$ cat src/rtl/result_sender.sv
// Streams output-layer results from the result memory over a narrow valid/ready port.
// In classification mode the results are first reduced to their argmax index, which is sent alone.
module result_sender #(
  parameter int unsigned DATA_WIDTH = 16,
  parameter int unsigned OUT_WIDTH  = 4,
  parameter int unsigned ADDR_WIDTH = 6
) (
  input  logic                  clk,
  input  logic                  rst,
  input  logic                  start,
  input  logic                  classification,
  input  logic [ADDR_WIDTH-1:0] num_outputs_m1,
  output logic                  rd_en,
  output logic [ADDR_WIDTH-1:0] rd_addr,
  input  logic [DATA_WIDTH-1:0] rd_data,
  output logic [OUT_WIDTH-1:0]  out_data,
  output logic                  out_valid,
  input  logic                  out_ready,
  output logic                  busy,
  output logic                  done_sending
);

  localparam int unsigned BEATS  = DATA_WIDTH / OUT_WIDTH;
  localparam int unsigned BEAT_W = (BEATS > 1) ? $clog2(BEATS) : 1;
  localparam logic [BEAT_W-1:0] LAST_BEAT = BEAT_W'(BEATS - 1);

  typedef enum logic [2:0] {
    IDLE  = 3'd0,
    SCAN  = 3'd1,
    FETCH = 3'd2,
    LOAD  = 3'd3,
    SHIFT = 3'd4,
    DONE  = 3'd5
  } state_e;

  state_e                state_q, state_d;
  logic                  cls_q, cls_d;
  logic [ADDR_WIDTH-1:0] last_q, last_d;
  logic                  rd_en_q, rd_en_d;
  logic [ADDR_WIDTH-1:0] rd_addr_q, rd_addr_d;
  logic                  rd_vld_q, rd_vld_d;
  logic [ADDR_WIDTH-1:0] rd_idx_q, rd_idx_d;
  logic [DATA_WIDTH-1:0] max_q, max_d;
  logic [ADDR_WIDTH-1:0] max_idx_q, max_idx_d;
  logic [DATA_WIDTH-1:0] sh_q, sh_d;
  logic [BEAT_W-1:0]     beat_q, beat_d;
  logic                  out_valid_q, out_valid_d;
  logic                  busy_q, busy_d;
  logic                  done_q, done_d;

  logic                  take;
  logic [DATA_WIDTH-1:0] cand_max;
  logic [ADDR_WIDTH-1:0] cand_idx;

  // Running argmax: address 0 seeds the max, later words replace only when strictly greater.
  always_comb begin
    take     = (rd_idx_q == '0) || ($signed(rd_data) > $signed(max_q));
    cand_max = take ? rd_data  : max_q;
    cand_idx = take ? rd_idx_q : max_idx_q;
  end

  always_comb begin
    state_d   = state_q;
    cls_d     = cls_q;
    last_d    = last_q;
    rd_en_d   = 1'b0;
    rd_addr_d = rd_addr_q;
    rd_vld_d  = rd_en_q;
    rd_idx_d  = rd_addr_q;
    max_d     = max_q;
    max_idx_d = max_idx_q;
    sh_d      = sh_q;
    beat_d    = beat_q;

    case (state_q)
      IDLE: begin
        if (start) begin
          cls_d     = classification;
          last_d    = num_outputs_m1;
          rd_en_d   = 1'b1;
          rd_addr_d = '0;
          beat_d    = '0;
          state_d   = classification ? SCAN : FETCH;
        end
      end
      SCAN: begin
        rd_en_d = rd_en_q && (rd_addr_q != last_q);
        if (rd_en_d) begin
          rd_addr_d = rd_addr_q + ADDR_WIDTH'(1);
        end
        if (rd_vld_q) begin
          max_d     = cand_max;
          max_idx_d = cand_idx;
          if (rd_idx_q == last_q) begin
            sh_d    = DATA_WIDTH'(cand_idx);
            beat_d  = '0;
            state_d = SHIFT;
          end
        end
      end
      FETCH: begin
        state_d = LOAD;
      end
      LOAD: begin
        sh_d    = rd_data;
        beat_d  = '0;
        state_d = SHIFT;
      end
      SHIFT: begin
        if (out_valid_q && out_ready) begin
          sh_d   = sh_q << OUT_WIDTH;
          beat_d = beat_q + BEAT_W'(1);
          if (beat_q == LAST_BEAT) begin
            beat_d = '0;
            if (!cls_q && (rd_addr_q != last_q)) begin
              rd_en_d   = 1'b1;
              rd_addr_d = rd_addr_q + ADDR_WIDTH'(1);
              state_d   = FETCH;
            end else begin
              state_d = DONE;
            end
          end
        end
      end
      DONE: begin
        state_d = IDLE;
      end
      default: begin
        state_d = IDLE;
      end
    endcase

    out_valid_d = (state_d == SHIFT);
    busy_d      = (state_d != IDLE);
    done_d      = (state_d == DONE);
  end

  always_ff @(posedge clk) begin
    if (rst) begin
      state_q     <= IDLE;
      cls_q       <= 1'b0;
      last_q      <= '0;
      rd_en_q     <= 1'b0;
      rd_addr_q   <= '0;
      rd_vld_q    <= 1'b0;
      rd_idx_q    <= '0;
      max_q       <= '0;
      max_idx_q   <= '0;
      sh_q        <= '0;
      beat_q      <= '0;
      out_valid_q <= 1'b0;
      busy_q      <= 1'b0;
      done_q      <= 1'b0;
    end else begin
      state_q     <= state_d;
      cls_q       <= cls_d;
      last_q      <= last_d;
      rd_en_q     <= rd_en_d;
      rd_addr_q   <= rd_addr_d;
      rd_vld_q    <= rd_vld_d;
      rd_idx_q    <= rd_idx_d;
      max_q       <= max_d;
      max_idx_q   <= max_idx_d;
      sh_q        <= sh_d;
      beat_q      <= beat_d;
      out_valid_q <= out_valid_d;
      busy_q      <= busy_d;
      done_q      <= done_d;
    end
  end

  assign rd_en        = rd_en_q;
  assign rd_addr      = rd_addr_q;
  assign out_data     = sh_q[DATA_WIDTH-1 -: OUT_WIDTH];
  assign out_valid    = out_valid_q;
  assign busy         = busy_q;
  assign done_sending = done_q;

endmodule

$ cat config.mk
export PLATFORM = sky130hd
export DESIGN_NAME = result_sender
export DESIGN_NICKNAME = d
export VERILOG_FILES = /design/src/rtl/result_sender.sv
export SDC_FILE = /design/constraint.sdc
export NUM_CORES = 1
export LEC_CHECK = 0
export ABC_CLOCK_PERIOD_IN_PS = 2350
export BUFFER_PORTS_ARGS = -buffer_cell sky130_fd_sc_hd__buf_2
export CAP_MARGIN = 20
export CORE_MARGIN = 3
export CORE_UTILIZATION = 59
export DETAILED_ROUTE_END_ITERATION = 6
export GPL_ROUTABILITY_DRIVEN = 0
export GPL_TIMING_DRIVEN = 0
export PLACE_DENSITY = 0.77
export SYNTH_ARGS = -nofsm -noshare
export SYNTH_HDL_FRONTEND = slang
export SYNTH_SLANG_ARGS = --single-unit
$ cat constraint.sdc
create_clock -name clk -period 2.35 [get_ports clk]
set_input_delay 0.235 -clock clk [delete_from_list [all_inputs] [get_ports clk]]
set_output_delay 0.235 -clock clk [all_outputs]
set_load 0.01 [all_outputs]
---- Yosys cells after proc, flatten, opt, wreduce, memory -nomap -nowiden ----
Cells that the tools add are included.
storage, ports and cells
  flip-flop bits (word level) ............. 67
  input port bits ......................... 27
  output and inout bits ................... 14
  word-level logic and storage cells ...... 80
cells by class
  add/subtract/negate cells ............... 2
  $lt $le $gt $ge ......................... 1
  equal/unequal tests ..................... 16
  multiplexer cells ....................... 30
  reduce and logical (&&, ||, !) cells .... 17
operators with widths
  cell                   number
  $mux W16               3
  $pmux W16 S3           1
  $mux W6                6
  $mux W3                6
  $pmux W6 S3            1
  $gt A16 B16 Y1         1
  $pmux W3 S5            1
  $ne A2 B2 Y1 const B   7
  $mux W2                6
  $eq A3 B3 Y1 const B   3
  $reduce_bool A3 Y1     3
  $pmux W2 S4            1
  $add A6 B1 Y6 const B  1
  $eq A3 B2 Y1 const B   2
  $eq A6 B6 Y1           1
  $logic_not A6 Y1       1
  $ne A6 B6 Y1           1
  $reduce_and A6 Y1      1
  $reduce_and A5 Y1      1
  $mux W1                4
  $reduce_and A2 Y1      2
  $reduce_and A4 Y1      1
  $reduce_bool A4 Y1     1
  $eq A3 B1 Y1 const B   1
  8 further kinds        10

---- Logic depth before layout (Yosys ltp) ----
Gate-level depths: netlist of run 1.
  word-level depth ........................ 7
  mapped depth ............................ 9
  mapped depth without buffers ............ 8

---- Least setup slack after synthesis of run 1 ----
OpenSTA, ideal clock, no wires.
  path kind ............................... register to register
  from .................................... register max_q[5]
  to ...................................... register max_idx_q[3]
  library setup time ...................... 132 ps
  data arrival time ....................... 1978 ps
  data required time ...................... 2218 ps
  slack ................................... 240 ps
  cell stages (with the launch flop) ...... 10
  buffers on the path ..................... 1
  clock period less this slack ............ 2110 ps
  cell sequence ........................... dfxtp_1 > inv_1 > ha_1 > a21oi_1 > o21ai_1 > a2111o_1 > o211a_1 > clkbuf_2 > o21ai_0 > a21oi_1
on the way
  word-level cells in the longest chain between the ends .. 3
RTL lines
  element                 line  text
  from (decl)             43    logic [DATA_WIDTH-1:0] max_q, max_d;
  from (signal assigned)  162   max_q <= max_d;
  $gt A16 B16 Y1          57    take = (rd_idx_q == '0) || ($signed(rd_data) > $signed(max_q));
  $logic_or A1 B1 Y1      57
  $mux W6                 59    cand_idx = take ? rd_idx_q : max_idx_q;
  to (signal assigned)    163   max_idx_q <= max_idx_d;
  to (decl)               44    logic [ADDR_WIDTH-1:0] max_idx_q, max_idx_d;
No other way between the ends.
A chain may end at the register's enable or synchronous reset.

---- Worst setup path in the final report of run 1 ----
  from .................................... register max_q[14]
  to ...................................... register max_idx_q[4]
The elaborated chain is that of the path after synthesis.

==> results of run 1 <==
==> worst reg2reg max path, cell delays in order, from the launching register on <==
cell and delay [ns]:
dfxtp_1 0.34, inv_1 0.06, ha_1 0.32, nand4_4 0.19
nor4_4 0.37, o21a_2 0.25, o21ai_4 0.11, and2_4 0.18
buf_6 0.13, o41ai_2 0.27
==> worst min path at each step <==
| stage | start | to | slack, ns | depth (start not counted) |
|---|---|---|---|---|
| after detailed placement | beat_q[1] | beat_q[1] | 0.45 | 2 |
| after global placement | beat_q[1] | beat_q[1] | 0.44 | 2 |
| after floorplan | classification | cls_q | 0.38 | 2 |
| after CTS | num_outputs_m1[4] | last_q[4] | 0.12 | 3 |
| after global routing | num_outputs_m1[2] | last_q[2] | 0.17 | 3 |
| final | num_outputs_m1[4] | last_q[4] | 0.12 | 3 |
==> cell usage after synthesis (10+ instances only) <==
cell type and number:
nor2b_1 11, a21oi_1 29, dfxtp_1 67, inv_1 23, nand3_1 22, ha_1 18, nor2_1 30, clkbuf_1 12
o21ai_0 21, a22oi_1 15, nand2_1 15, a211oi_1 11, xor2_1 11, nor3_1 10
==> power by group <==
group / switching, uW / internal (uW) / leakage, uW
logic: 315 / 216 / 0.00109
clock network: 430 / 499 / 0.0000997
registers: 47.3 / 1200 / 0.000544
total: 792 / 1910 / 0.00174
==> routing by layer <==
layer	vias to the layer above	wire, microns	global-route usage [%]
li1	1640	-	-
met1	1677	4327	37.20
met2	184	4775	42.66
met3	41	713	4.466
met4	0	305	11.80
met5	-	0	0
==> metrics by stage <==
stage | instance area (sq um) | total power [uW] | cells
after global routing | 4385 | 2818 | 553
final | 4385 | 2704 | 553
after global placement | 3991 | 1734 | 528
after CTS | 4193 | 2673 | 544
after detailed placement | 3991 | 1749 | 528
after floorplan | 3697 | 1605 | 413
==> cell usage in the layout (no fill, tap or decap), types with 10 or more instances in the layout <==
master / instances
xor2_1: 11
inv_1: 23
o21ai_1: 15
nor2_1: 29
buf_2: 49
a211oi_1: 11
a21oi_1: 27
nand3_1: 22
nor2b_1: 11
ha_1: 14
buf_4: 15
nand2_1: 14
dfxtp_1: 66
clkbuf_1: 10
clkbuf_8: 13
nor3_1: 10
a22oi_1: 15
==> cell type report <==
cell class              instances  area, sq um
fillers                       475         1605
multi-input cells             293         2221
clock inverters                 1        5.005
plain buffers                  31        190.2
inverters                      23        86.33
repair buffers                 48        260.3
flip-flops and latches         67         1343
clock buffers                  15        186.4
well taps                      75        93.84
==> cells by family after synthesis <==
kind of cell,synth area share (%)
mux,1.895
fa+ha+maj,6.091
compound gates,24.16
simple gates,19.97
xor+xnor,4.839
buf+inv,6.768
flops,36.28
==> state kept, by name, summed over array words and instances (netlist names) <==
signal and cells:
max_q 16, sh_q 16, last_q 6, max_idx_q 6, rd_addr 6, rd_idx_q 6, state_q 3, beat_q 2
busy 1, cls_q 1, done_sending 1, out_valid 1, rd_en 1, rd_vld_q 1
==> what timing repair did <==
| action | CTS | global route |
|---|---|---|
| buffers inserted | 0 | 7 |
| gates resized for setup | 4 | 50 |
| cloned | 0 | 2 |
| pin swaps | 1 | 10 |
| setup endpoints to repair | 26 | 30 |
==> impl_metrics.csv, run 1 <==
group,metric,value,unit
run_status,outcome,"finished, final reports clean",
setup_path,rr_endpoint,"max_idx_q[4]",
synth,netlist_area,3697,sq um
setup_path,regToRegSetupSlack,0.03,ns
routing,num_vias,3542,
setup_path,r2r_start,"max_q[14]",
global_routing,track_usage,27.27,%
sta,period_share,98.88,%
die,die_x,85.16,microns
job,max_cap_violations,0,
cts,cts_tree,"yes",
die,die_h,85.16,microns
synth,synthFlopType,"dfxtp_1",
routing,drtIter0Drc,416,
sta,fin_crit,2.324,ns
synth,synth-edff-count,0,
sta,worstMarginPinSlew,0.9145,ns
routing,drt_pass1_iterations,5,
sta,fin_skew,0.007367,ns
cts,h-tree-depth,3,
setup_path,worstRegToRegCells,9,
setup_path,cp.buffers_inverters,2,
setup_path,start_kind,"flip-flop",
setup_path,crit_type,"flip-flop to flip-flop",
routing,viasPerCell,6.405,
layout,utilization,73.20,%
routing,wl_per_cell,18.30,microns
synth,seq_area_frac_synth,36.28,%
die,io_pins,41,
global_routing,grt_pass1_vias,3212,
cts,clk_latency,0.35,ns
setup_path,path_cells,"inv_1 > ha_1 > nand4_4 > nor4_4 > o21a_2 > o21ai_4 > and2_4 > buf_6 > o41ai_2",
sta,setup_viol,0,
die,core-area,5991,sq um
setup_path,crit_family,"simple AND/OR/NAND/NOR gates",
layout,diodes,0,
setup_path,crit_slowest_cell,"nor4_4",
synth,netlist.area_leader.share,36.28,%
routing,drc_errors,0,
routing,wirelength,10120,microns
cts,clock-sinks,67,
layout,layout-drive-gt1-share,26.15,%
sta,final-max-slew-violation-count,0,
setup_path,cp.depth,9,
power_and_ir_drop,p_per_area,616.6,nW/um^2
sta,hold_viol_final,0,
cts,holdBufCountCts,0,
routing,ant_nets,0,
place,io_buffers,40,
layout,syn2layout_area_growth,18.61,%
sta,fmax,430.4,MHz
place,dpl.hpwl,6736,microns
setup_path,critPathLaunch,"max_q[14]",
synth,synthTopCellsByArea,"dfxtp_1 (36%), ha_1 (6.1%), a21oi_1 (3.9%)",
place,pre_cts_slack,-0.08151,ns
setup_path,cp_max_fo,8,
setup_path,crit_end,"max_idx_q[4]",
sta,fin_setup_tns,0,ns
die,core.rowCount,28,
hold_path,hp-class,"input port to flip-flop",
sta,relSlewSlack,38.87,%
synth,synthArstFlopShare,0,%
global_routing,grt_first_pass_wirelength,15820,microns
sta,layout_setup_ws,0.02634,ns
power_and_ir_drop,leakage,0.001735,uW
synth,yosys_warnings,0,
cts,path_clk_slew,0.07,ns
synth,synth.distinct_cells,67,
sta,worst_hold_slack,0.1248,ns
synth,synth_fp_nets,458,
global_routing,grt_max_degree,11,
setup_path,critPathMaxStageDelay,0.36,ns
cts,numCtsBuffers,9,
power_and_ir_drop,ir_drop,0.3813,mV
setup_path,arrival,2.57,ns
cts,clockBufferDepth,2,
synth,ys_ff_latch,67,
setup_path,end_kind,"flip-flop",
synth,avgSynthCellArea,8.952,sq um
die,die-area,7252,sq um
synth,synth_cells,413,
global_routing,grt-ovfl-total,0,
synth,synth_area_leader_cell,"dfxtp_1",
layout,fin_nets,518,
cts,root_buffer,"clkbuf_8",
die,initial_core_util,61.72,%
setup_path,worstPathRequired,2.60,ns
global_routing,antenna_found_initial,0,
(Power assumes the default switching activity.)
==> inputs of run 2 (changes only) <==
- ABC_CLOCK_PERIOD_IN_PS: 2350 -> 2400
- CORE_UTILIZATION: 59 -> 61
- CTS_BUF_LIST: not set -> sky130_fd_sc_hd__clkbuf_8
- PLACE_DENSITY: 0.77 -> 0.8
- clock period: 2.35 -> 2.4 ns (I/O delays scaled with it)
==> run 2 against run 1 <==
Effect of this change: wire length down 7.4%; non-clock buffer count down 7; clock power down 11%; die area down 3.0%; critical path type unchanged; hold slack better by 0.013 ns; count of clock-buffer cells in the layout down 4; register-to-register slack better by 0.097 ns; total power down 6.0%.
==> impl_metrics.csv, run 2 (synthesis results as in run 1) <==
group,metric,value,unit
layout,fill_cells,434,
global_routing,antenna_found_initial,0,
routing,drt_pass1_iterations,5,
setup_path,rr_endpoint,"max_q[15]",
layout,multi_input_area,2173,sq um
hold_path,holdPathStages,3,
sta,period_share,94.87,%
cts,clock-sinks,67,
sta,hold_viol_final,0,
power_and_ir_drop,ir_drop,0.4247,mV
setup_path,r2r_start,"max_q[12]",
power_and_ir_drop,p_per_area,597.4,nW/um^2
sta,worstMarginPinSlew,0.9076,ns
die,die-area,7032,sq um
routing,num_vias,3392,
sta,setup_viol,0,
setup_path,end_kind,"flip-flop",
die,core.rowCount,27,
setup_path,start_kind,"flip-flop",
cts,clk_latency,0.34,ns
layout,fin_cells,542,
setup_path,worstPathRequired,2.60,ns
sta,fmax,439.2,MHz
layout,syn2layout_area_growth,15.09,%
layout,diodes,0,
routing,drc_errors,0,
setup_path,crit_end,"max_q[15]",
routing,viasPerCell,6.258,
setup_path,arrival,2.48,ns
global_routing,track_usage,27.48,%
sta,layout_setup_ws,0.1232,ns
global_routing,grt_first_pass_wirelength,15830,microns
global_routing,grt-ovfl-total,0,
sta,fin_crit,2.277,ns
sta,relSlewSlack,39.33,%
cts,h-tree-depth,3,
sta,worst_hold_slack,0.1382,ns
layout,final_common_cell,"dfxtp_1",
run_status,outcome,"finished, final reports clean",
setup_path,regToRegSetupSlack,0.12,ns
routing,drtIter0Drc,274,
layout,largestRegisters,"max_q x16, sh_q x16",
power_and_ir_drop,leakage,0.001673,uW
cts,cts_tree,"yes",
cts,path_clk_slew,0.07,ns
sta,final-max-slew-violation-count,0,
setup_path,crit_type,"flip-flop to flip-flop",
cts,clockBufferDepth,2,
sta,fin_skew,0.007897,ns
power_and_ir_drop,finalPower,2542,uW
place,io_buffers,40,
routing,wirelength,9368,microns
cts,holdBufCountCts,0,
die,core-area,5675,sq um
cts,root_buffer,"clkbuf_8",
layout,layout_common_cells,"dfxtp_1 (67), buf_2 (51), nor2_1 (29)",
routing,ant_nets,0,
die,die_x,83.86,microns
global_routing,grt_max_degree,11,
cts,numCtsBuffers,9,
hold_path,hp-class,"input port to flip-flop",
layout,fin_nets,510,
place,pre_cts_slack,-0.005234,ns
global_routing,grt_pass1_vias,3247,
setup_path,cp_max_fo,10,
layout,layout-drive-gt1-share,22.98,%
die,initial_core_util,65.15,%
setup_path,critPathLaunch,"max_q[12]",
setup_path,worstRegToRegCells,9,
routing,wl_per_cell,17.28,microns
job,max_cap_violations,0,
die,io_pins,41,
layout,register_area,1341,sq um
die,die_h,83.86,microns
place,dpl.hpwl,6797,microns
layout,utilization,74.98,%
place,dp.cells,525,
-- run 2: cell count changes in the layout (fill, tap and decap cells not counted), sizes merged --
cell,change
inv,+3
nand3,-1
clkbuf,-3
buf,-8
clkinv,+1
-- run 2: how the worst min path moves through the flow --
| stage | from | endpoint | slack, ns |
|---|---|---|---|
| final | num_outputs_m1[5] | last_q[5] | 0.14 |
| after CTS | num_outputs_m1[4] | last_q[4] | 0.14 |
| after floorplan | classification | cls_q | 0.39 |
| after global placement | beat_q[1] | beat_q[1] | 0.45 |
| after detailed placement | beat_q[1] | beat_q[1] | 0.46 |
| after global routing | num_outputs_m1[5] | last_q[5] | 0.16 |
-- run 2: routing by layer --
layer  GRT usage, %  up-vias  routed length (microns)  part of all wire [%]
met1          37.52     1619                     4179                    45
li1               -     1627                        -                     -
met4          10.09        0                      174                   1.9
met5              0        -                        0                     0
met2          43.60      127                     4396                    47
met3          4.640       19                      616                   6.6
-- run 2: critical path, stage by stage (launching register included) --
cell	delay, ns
dfxtp_1	0.34
inv_1	0.05
ha_1	0.30
nand4_4	0.18
nor3_4	0.07
a2111o_1	0.49
o211a_1	0.26
clkbuf_4	0.19
o21ai_1	0.17
a21oi_1	0.08
-- run 2: cell type report --
type                       count  share of cell area, %
multi-input combinational    292                  51.07
sequential                    67                  31.52
timing repair buffer          41                  5.175
buffer                        31                  4.028
clock buffer                  11                  3.558
tap                           72                  2.117
inverter                      23                  2.029
clock inverter                 5                 0.4999
-- run 2: through the flow --
stage	area, sq um	TNS, ns
final	4255	0
after global routing	4255	-0.003414
after CTS	4160	0
after detailed placement	3988	-0.005234
after global placement	3988	0
after floorplan	3697	0
-- run 2: power by group --
part           internal, uW  switching, uW
Combinational           206            292
Sequential             1170           45.0
Clock                   417            409
Total                  1800            746
-- run 2: what timing repair did --
item / in CTS / in global routing
resized for setup: 0 / 36
buffers inserted: 0 / 1
setup endpoints to repair: 0 / 26
==> inputs of run 3 (changes only) <==
- CELL_PAD_IN_SITES_DETAIL_PLACEMENT: not set -> 0
- CELL_PAD_IN_SITES_GLOBAL_PLACEMENT: not set -> 1
- CORE_UTILIZATION: 61 -> 46
- PLACE_DENSITY: 0.8 -> 0.79
==> run 3 against run 2 <==
Effect of this change: hold slack worse by 0.020 ns; die area is 30% higher; critical path depth stayed put; cell area is 2.4% higher; global-route usage is 5.7 points lower; clock skew is 0.0019 ns higher; highest routed layer unchanged; sequential cell count stayed put.
==> impl_metrics.csv, run 3 (synthesis results as in run 1) <==
group,metric,value,unit
sta,setup_viol,0,
setup_path,path_cells,"inv_1 > ha_1 > a21oi_2 > o21ai_2 > a2111o_1 > o211a_1 > buf_4 > o21ai_0 > a21oi_1",
sta,fin_setup_tns,0,ns
layout,layout_common_cells,"dfxtp_1 (67), buf_2 (47), nor2_1 (29)",
place,io_buffers,40,
cts,numCtsBuffers,9,
setup_path,cp_max_fo,10,
hold_path,hp-class,"input port to flip-flop",
sta,period_share,97.47,%
run_status,outcome,"finished, final reports clean",
setup_path,start_kind,"flip-flop",
setup_path,rr_endpoint,"max_q[13]",
die,initial_core_util,47.60,%
setup_path,arrival,2.54,ns
layout,diodes,0,
global_routing,grt_first_pass_wirelength,15240,microns
layout,syn2layout_area_growth,17.87,%
cts,path_clk_slew,0.08,ns
routing,drc_errors,0,
routing,drt_pass1_iterations,5,
global_routing,antenna_found_initial,0,
routing,wirelength,9663,microns
routing,num_vias,3267,
sta,fmax,427.5,MHz
layout,final_common_cell,"dfxtp_1",
global_routing,grt-ovfl-total,0,
power_and_ir_drop,leakage,0.001690,uW
layout,fill_cells,753,
layout,layout-drive-gt1-share,24.15,%
sta,fin_skew,0.009783,ns
routing,viasPerCell,5.692,
cts,cts_tree,"yes",
die,die_x,95.65,microns
routing,wl_per_cell,16.83,microns
setup_path,crit_family,"compound AO/OA/AOI/OAI gates",
cts,holdBufCountCts,0,
power_and_ir_drop,ir_drop,0.2666,mV
cts,h-tree-depth,3,
setup_path,worstPathRequired,2.60,ns
cts,clockBufferDepth,2,
setup_path,end_kind,"flip-flop",
setup_path,critPathLaunch,"max_q[5]",
cts,clk_latency,0.35,ns
setup_path,crit_type,"flip-flop to flip-flop",
die,core.rowCount,32,
setup_path,regToRegSetupSlack,0.06,ns
global_routing,track_usage,21.83,%
job,max_cap_violations,0,
setup_path,worstRegToRegCells,9,
setup_path,crit_slowest_cell,"a2111o_1",
sta,worst_hold_slack,0.1187,ns
cts,root_buffer,"clkbuf_8",
cts,clock-sinks,67,
place,postPlaceCellArea,4025,sq um
die,die-area,9149,sq um
global_routing,grt_max_degree,12,
layout,stdcell_area,4358,sq um
sta,final-max-slew-violation-count,0,
setup_path,crit_end,"max_q[13]",
setup_path,cp.buffers_inverters,2,
sta,fin_crit,2.339,ns
setup_path,critPathMaxStageDelay,0.51,ns
layout,largestRegisters,"max_q x16, sh_q x16",
place,dpl.hpwl,6882,microns
routing,drtIter0Drc,181,
routing,ant_nets,0,
power_and_ir_drop,p_per_area,608.6,nW/um^2
layout,fin_nets,512,
sta,worstMarginPinSlew,0.8990,ns
global_routing,grt_pass1_vias,2967,
setup_path,r2r_start,"max_q[5]",
sta,hold_viol_final,0,
die,die_h,95.65,microns
sta,relSlewSlack,39.91,%
die,io_pins,41,
die,core-area,7767,sq um
setup_path,cp.depth,9,
-- run 3: what timing repair did --
item / CTS / global route
resized for setup: 3 / 40
endpoints found under the hold margin: 0 / 0
endpoints found under the setup margin: 3 / 28
pin swaps: 1 / 7
setup buffers: 0 / 3
-- run 3: worst min path at each step --
| stage | from | end | cells after the start |
|---|---|---|---|
| CTS | num_outputs_m1[2] | last_q[2] | 3 |
| finish | num_outputs_m1[2] | last_q[2] | 3 |
| global route | num_outputs_m1[3] | last_q[3] | 3 |
| global placement | beat_q[1] | beat_q[1] | 2 |
| detailed placement | beat_q[1] | beat_q[1] | 2 |
| floorplan | classification | cls_q | 2 |
-- run 3: final cells by class --
cell class                      instances  area [sq um]  area share [%]
Buffer                                 31         190.2           4.364
Timing Repair Buffer                   43         222.7           5.111
Clock inverter                          6         57.56           1.321
Sequential cell                        67          1341           30.78
Tap cell                              102         127.6           2.929
Multi-Input combinational cell        292          2195           50.36
Inverter                               23         86.33           1.981
Clock buffer                           10         137.6           3.158
-- run 3: stage by stage --
step,power [uW],util (%),setup WS [ns],cells
floorplan,1571,-,0.2900,413
global placement,1708,51.82,0.03576,555
detailed placement,1713,51.82,-0.05333,555
CTS,2656,54.38,0.002520,571
global route,2787,56.11,-0.03841,574
finish,2652,56.11,0.06065,574
-- run 3: per-layer routing --
layer  part of all wire (%)  wire (microns)  global-route usage [%]  vias to the layer above
li1                       -               -                       -                     1633
met5                      0               0                       0                        -
met4                    1.4             132                   8.175                        0
met3                    4.7             451                   3.236                        9
met1                     47            4578                   31.15                     1536
met2                     47            4501                   33.12                       89
-- run 3: worst min-delay path, delay by kind of cell --
family / cells / cell delay [ns]
multiplexers: 1 / 0.05
buffers and inverters: 1 / 0.07
AND/OR/NAND/NOR: 1 / 0.07
-- run 3: report_power, final --
group / switching (uW) / internal, uW
sequential: 44.7 / 1170
combinational: 291 / 204
clock: 442 / 499
